### config.mk
export PLATFORM = sky130hd
export DESIGN_NAME = io_intr_ctrl
export DESIGN_NICKNAME = d
export VERILOG_FILES = /design/src/rtl/io_intr_ctrl.sv
export SDC_FILE = /design/constraint.sdc
export NUM_CORES = 1
export LEC_CHECK = 0
export CORE_MARGIN = 1
export CORE_UTILIZATION = 60
export DETAILED_ROUTE_END_ITERATION = 8
export DONT_BUFFER_PORTS = 1
export GPL_ROUTABILITY_DRIVEN = 1
export GPL_TIMING_DRIVEN = 0
export PLACE_DENSITY = 0.76
export SYNTH_ARGS = -nofsm -noshare
export SYNTH_HDL_FRONTEND = slang
export SYNTH_SLANG_ARGS = --single-unit
### constraint.sdc
create_clock -name clk -period 2.6 [get_ports clk]
set_input_delay 0.52 -clock clk [delete_from_list [all_inputs] [get_ports clk]]
set_output_delay 0.52 -clock clk [all_outputs]
set_load 0.1 [all_outputs]
### src/rtl/io_intr_ctrl.sv
// Interrupt controller: edge-latched pending, enable mask, single intr held until an EOI write to ICUR.
// Latency: dev_req rise -> intr two edges later. No backpressure; bus reads are combinational.
// INTR_ROUNDROBIN_EN selects round-robin arbitration instead of fixed lowest-index priority.
module io_intr_ctrl #(
   parameter int          NDEV  = 4,
   parameter logic [31:0] ISTAT = 32'hF0000800,
   parameter logic [31:0] IMASK = 32'hF0000804,
   parameter logic [31:0] ICUR  = 32'hF0000808
) (
   input  logic            clk,
   input  logic            reset_n,
   input  logic [31:0]     abus,
   input  logic [31:0]     dbus,
   input  logic            wren,
   input  logic [NDEV-1:0] dev_req,
   output logic [31:0]     dbusout,
   output logic            intr,
   output logic [7:0]      intr_id
);

   typedef enum logic [1:0] {
      IDLE  = 2'd0,
      ARB   = 2'd1,
      SERVE = 2'd2
   } state_t;

   state_t          state_q, state_d;
   logic [NDEV-1:0] pending_q, pending_d;
   logic [NDEV-1:0] mask_q, mask_d;
   logic [NDEV-1:0] req_q, req_d;
   logic [7:0]      cur_id_q, cur_id_d;
   logic            intr_q, intr_d;
`ifdef INTR_ROUNDROBIN_EN
   logic [7:0]      rr_ptr_q, rr_ptr_d;
`endif

   logic [NDEV-1:0] cand;
   logic [NDEV-1:0] clr;
   logic [7:0]      win_id;
   logic            win_vld;
   logic            ack;
   logic            unused_dbus;

   assign unused_dbus = ^dbus[31:8];
   assign cand        = pending_q & mask_q;
   // An EOI only counts in SERVE and only for the id currently being served.
   assign ack         = (state_q == SERVE) && wren && (abus == ICUR) && (dbus[7:0] == cur_id_q);

   always_comb begin
      clr = '0;
      for (int j = 0; j < NDEV; j++) begin
         clr[j] = ack && (cur_id_q == 8'(j));
      end
   end

   always_comb begin
`ifdef INTR_ROUNDROBIN_EN
      int best;
      int dist;
      best    = NDEV;
      dist    = 0;
      win_id  = '0;
      // Winner is the candidate at the smallest upward distance from rr_ptr.
      for (int j = 0; j < NDEV; j++) begin
         if (cand[j]) begin
            dist = (j >= int'(rr_ptr_q)) ? (j - int'(rr_ptr_q)) : (j + NDEV - int'(rr_ptr_q));
            if (dist < best) begin
               best   = dist;
               win_id = 8'(j);
            end
         end
      end
`else
      win_id = '0;
      for (int j = NDEV - 1; j >= 0; j--) begin
         if (cand[j]) begin
            win_id = 8'(j);
         end
      end
`endif
      win_vld = |cand;
   end

   always_comb begin
      req_d     = dev_req;
      // Set wins over clear when a new edge lands on the bit being acknowledged.
      pending_d = (pending_q & ~clr) | (dev_req & ~req_q);
      mask_d    = mask_q;
      state_d   = state_q;
      cur_id_d  = cur_id_q;
`ifdef INTR_ROUNDROBIN_EN
      rr_ptr_d  = rr_ptr_q;
`endif
      if (wren && (abus == IMASK)) begin
         mask_d = dbus[NDEV-1:0];
      end
      case (state_q)
         IDLE: begin
            if (|cand) begin
               state_d = ARB;
            end
         end
         ARB: begin
            if (win_vld) begin
               cur_id_d = win_id;
               state_d  = SERVE;
            end else begin
               state_d  = IDLE;
            end
         end
         SERVE: begin
            if (ack) begin
               state_d = IDLE;
`ifdef INTR_ROUNDROBIN_EN
               rr_ptr_d = ((int'(cur_id_q) + 1) >= NDEV) ? 8'd0 : (cur_id_q + 8'd1);
`endif
            end
         end
         default: state_d = IDLE;
      endcase
      intr_d = (state_d == SERVE);
   end

   always_ff @(posedge clk) begin
      if (!reset_n) begin
         state_q   <= IDLE;
         pending_q <= '0;
         mask_q    <= '0;
         req_q     <= '0;
         cur_id_q  <= '0;
         intr_q    <= 1'b0;
`ifdef INTR_ROUNDROBIN_EN
         rr_ptr_q  <= '0;
`endif
      end else begin
         state_q   <= state_d;
         pending_q <= pending_d;
         mask_q    <= mask_d;
         req_q     <= req_d;
         cur_id_q  <= cur_id_d;
         intr_q    <= intr_d;
`ifdef INTR_ROUNDROBIN_EN
         rr_ptr_q  <= rr_ptr_d;
`endif
      end
   end

   always_comb begin
      dbusout = '0;
      if (!wren) begin
         if (abus == ISTAT) begin
            dbusout[NDEV-1:0] = pending_q;
         end else if (abus == IMASK) begin
            dbusout[NDEV-1:0] = mask_q;
         end else if (abus == ICUR) begin
            dbusout = {(state_q == SERVE), 23'b0, cur_id_q};
         end
      end
   end

   assign intr    = intr_q;
   assign intr_id = cur_id_q;

endmodule

==> reports/metrics.csv <==
stage;metric;value;unit
run;MaxCap Viol Count;0;
outcome;status;finished with violations;
floorplan;Die Area;0.00240;sq mm
cts;CTS HTree Levels;1;
sta;max-slew violation count;0;
routing;DR vias;1080;
cts;Clock Root Buffer;clkbuf_4;
global_routing;vias in the first global route;1038;
layout;number of diodes;0;
layout;register area;343;sq um
sta;fin worst setup slack;-0.272;ns
global_routing;largest net degree at the start of global routing;11;
layout;Layout fillers;143;
critical_path;critical path peak fanout;5;
floorplan;Placement Rows;16;
place;RePlAce Congestion;0.780;
floorplan;DIE WIDTH;49.0;um
critical_path;Required @ worst endpoint;2.08;ns
sta;final period utilization;1.10;
floorplan;Core ar.;0.00202;sq mm
layout;fin nets;256;
routing;antenna-violating nets left;0;
synthesis;Seq/Total Area, Yosys;0.257;
sta;relative slew slack;0.285;
sta;worst hold slack;0.346;ns
synthesis;top post-synthesis cells by count;buf_4, dfxtp_1, nand2_1, mux2i_1, nor2_1;
sta;Final min period;2.87;ns
critical_path;crit path DAT;2.35;ns
power;total power;708;uW
routing;initial DRC count;16;
routing;vias per std cell;5.12;
synthesis;main flop type after synthesis;dfxtp_1;
synthesis;Synth top area share;0.257;
place;# placed instances;205;
critical_path;crit path launch type;input pin;
synthesis;ranking of synthesized cells by area;dfxtp_1, buf_4, nor4_4;
sta;final setup fails;5;
layout;Finished Layout Cells;211;
synthesis;post-synth top area cell;dfxtp_1;
layout;share of post-route cells with drive strength above 1;0.326;
sta;final hold vios;0;
sta;Clock Skew;0.00256;ns
place;PortBufs;0;
power;pwr/cell area;449;mW/mm^2
routing;Initial DRT Pass Iterations;3;
synthesis;ys async rst share;0;
power;Leak;0.688;nW
global_routing;Total GRT Usage;0.246;
layout;Post-Layout Inst Area;0.00158;sq mm
place;placed cell area;0.00151;sq mm
cts;Worst-path clk slew;0.09;ns
synthesis;Syn Area/Cell;9.06;sq um
synthesis;Ys Warns;0;
synthesis;Cell variety after synth;40;
routing;DRC;0;
cts;CTS Buf Count;3;
global_routing;first-pass GRT wire length;4550;um
sta;Max Fclk;348;MHz
cts;CTS max path bufs;2;
power;maximum VDD drop;420;uV
synthesis;most numerous cell in the Yosys netlist;buf_4;
global_routing;initial antenna violation count;0;
layout;Area growth syn-to-layout;19.2;%
place;DP Worst Slack;-0.301;ns
sta;slew of the pin with the lowest slew margin;1.07;ns
global_routing;Overflow after GRT;0;
cts;cts hold-fix bufs;0;
floorplan;IO Pins;112;
floorplan;die height;49.0;um
synthesis;Post-Syn Area;0.00132;sq mm
cts;CTS tree;built;
critical_path;crit end category;primary output;
sta;Fin Setup TNS;-1.32;ns
floorplan;Initial Util;0.654;
cts;worst skew pair latency;0.29;ns
routing;wire per inst;13.8;um
place;hpwl dp;2370;um
synthesis;EDFF count, synth;0;
routing;final wirelength;2910;um
synthesis;synthesis-stage register bit count;17;
cts;Num Clock Sinks;17;
outcome;failing checks;setup timing;
critical_path;R2R setup slack;0.89;ns
layout;Final Util;0.780;
layout;Multi-input gate area;880;sq um
synthesis;Gate Count Post-Synth;146;
hold_path;worst hold path type;input pin to flop;
sta;RSZ-0062 raised after global routing;true;
critical_path;Crit Path Category;input pin to primary output;
[final timing paths]
kind | start | endpoint | cells past startpoint
setup / recovery | abus[21] | dbusout[0] | 4
hold reg to reg | state_q[0]$_SDFF_PN0_ | state_q[0]$_SDFF_PN0_ | 1
hold / removal | dev_req[2] | req_q[2]$_SDFF_PN0_ | 1
setup reg to reg | intr_id[1]$_SDFFE_PN0P_ | pending_q[3]$_SDFF_PN0_ | 4
[routing by layer]
layer / wire [um] / global-route usage / share of wire
met5: 0 / 0 / 0
met4: 42 / 0.118 / 0.014
met3: 268 / 0.0748 / 0.092
met2: 1620 / 0.486 / 0.56
met1: 983 / 0.222 / 0.34
[placed cells by master (no fill, tap or decap), types with 5 or more instances in the layout]
cell / netlist / layout
o21ai_0: 5 / 5
mux2i_1: 8 / 8
nor2b_1: 5 / 5
nor4_4: 4 / 5
nand2_1: 13 / 13
nor2_1: 8 / 5
a21oi_1: 7 / 7
buf_4: 33 / 35
dfxtp_1: 17 / 15
conb_1: 1 / 33
[power breakdown]
part,switching (mW),internal (mW)
registers,0.00575,0.268
logic,0.235,0.0602
clock network,0.0785,0.0597
total,0.320,0.388
[layout make-up]
type	instances	share of cell area
Tap cell	27	0.0214
Timing Repair Buffer	2	0.00952
Multi-Input combinational cell	124	0.558
Buffer	37	0.177
Sequential cell	17	0.217
Clock buffer	4	0.0167
[logic make-up (layout without fill, tap and decap cells)]
| kind of cell | after synthesis | in the layout | share of synthesized area |
|---|---|---|---|
| mux | 8 | 8 | 0.0606 |
| buf+inv | 37 | 43 | 0.211 |
| other cells | 1 | 33 | 0.00284 |
| xor+xnor | 2 | 2 | 0.0132 |
| flops | 17 | 17 | 0.257 |
| simple gates | 62 | 62 | 0.370 |
| compound gates | 19 | 19 | 0.0851 |
[state kept, by name (all words and copies together), names as in the netlist]
register,flops
req_q,4
intr,1
mask_q,4
state_q,2
pending_q,4
intr_id,2
[timing repair]
item,CTS,global route
pin swaps,4,1
endpoints found under the setup margin,5,5
buffers inserted,2,0
resized for setup,5,0
[critical path: stages]
cell,delay [ns]
nor4bb_4,0.25
nand4_1,0.11
or4_4,0.60
nor2_2,0.86
(Power assumes the default switching activity.)
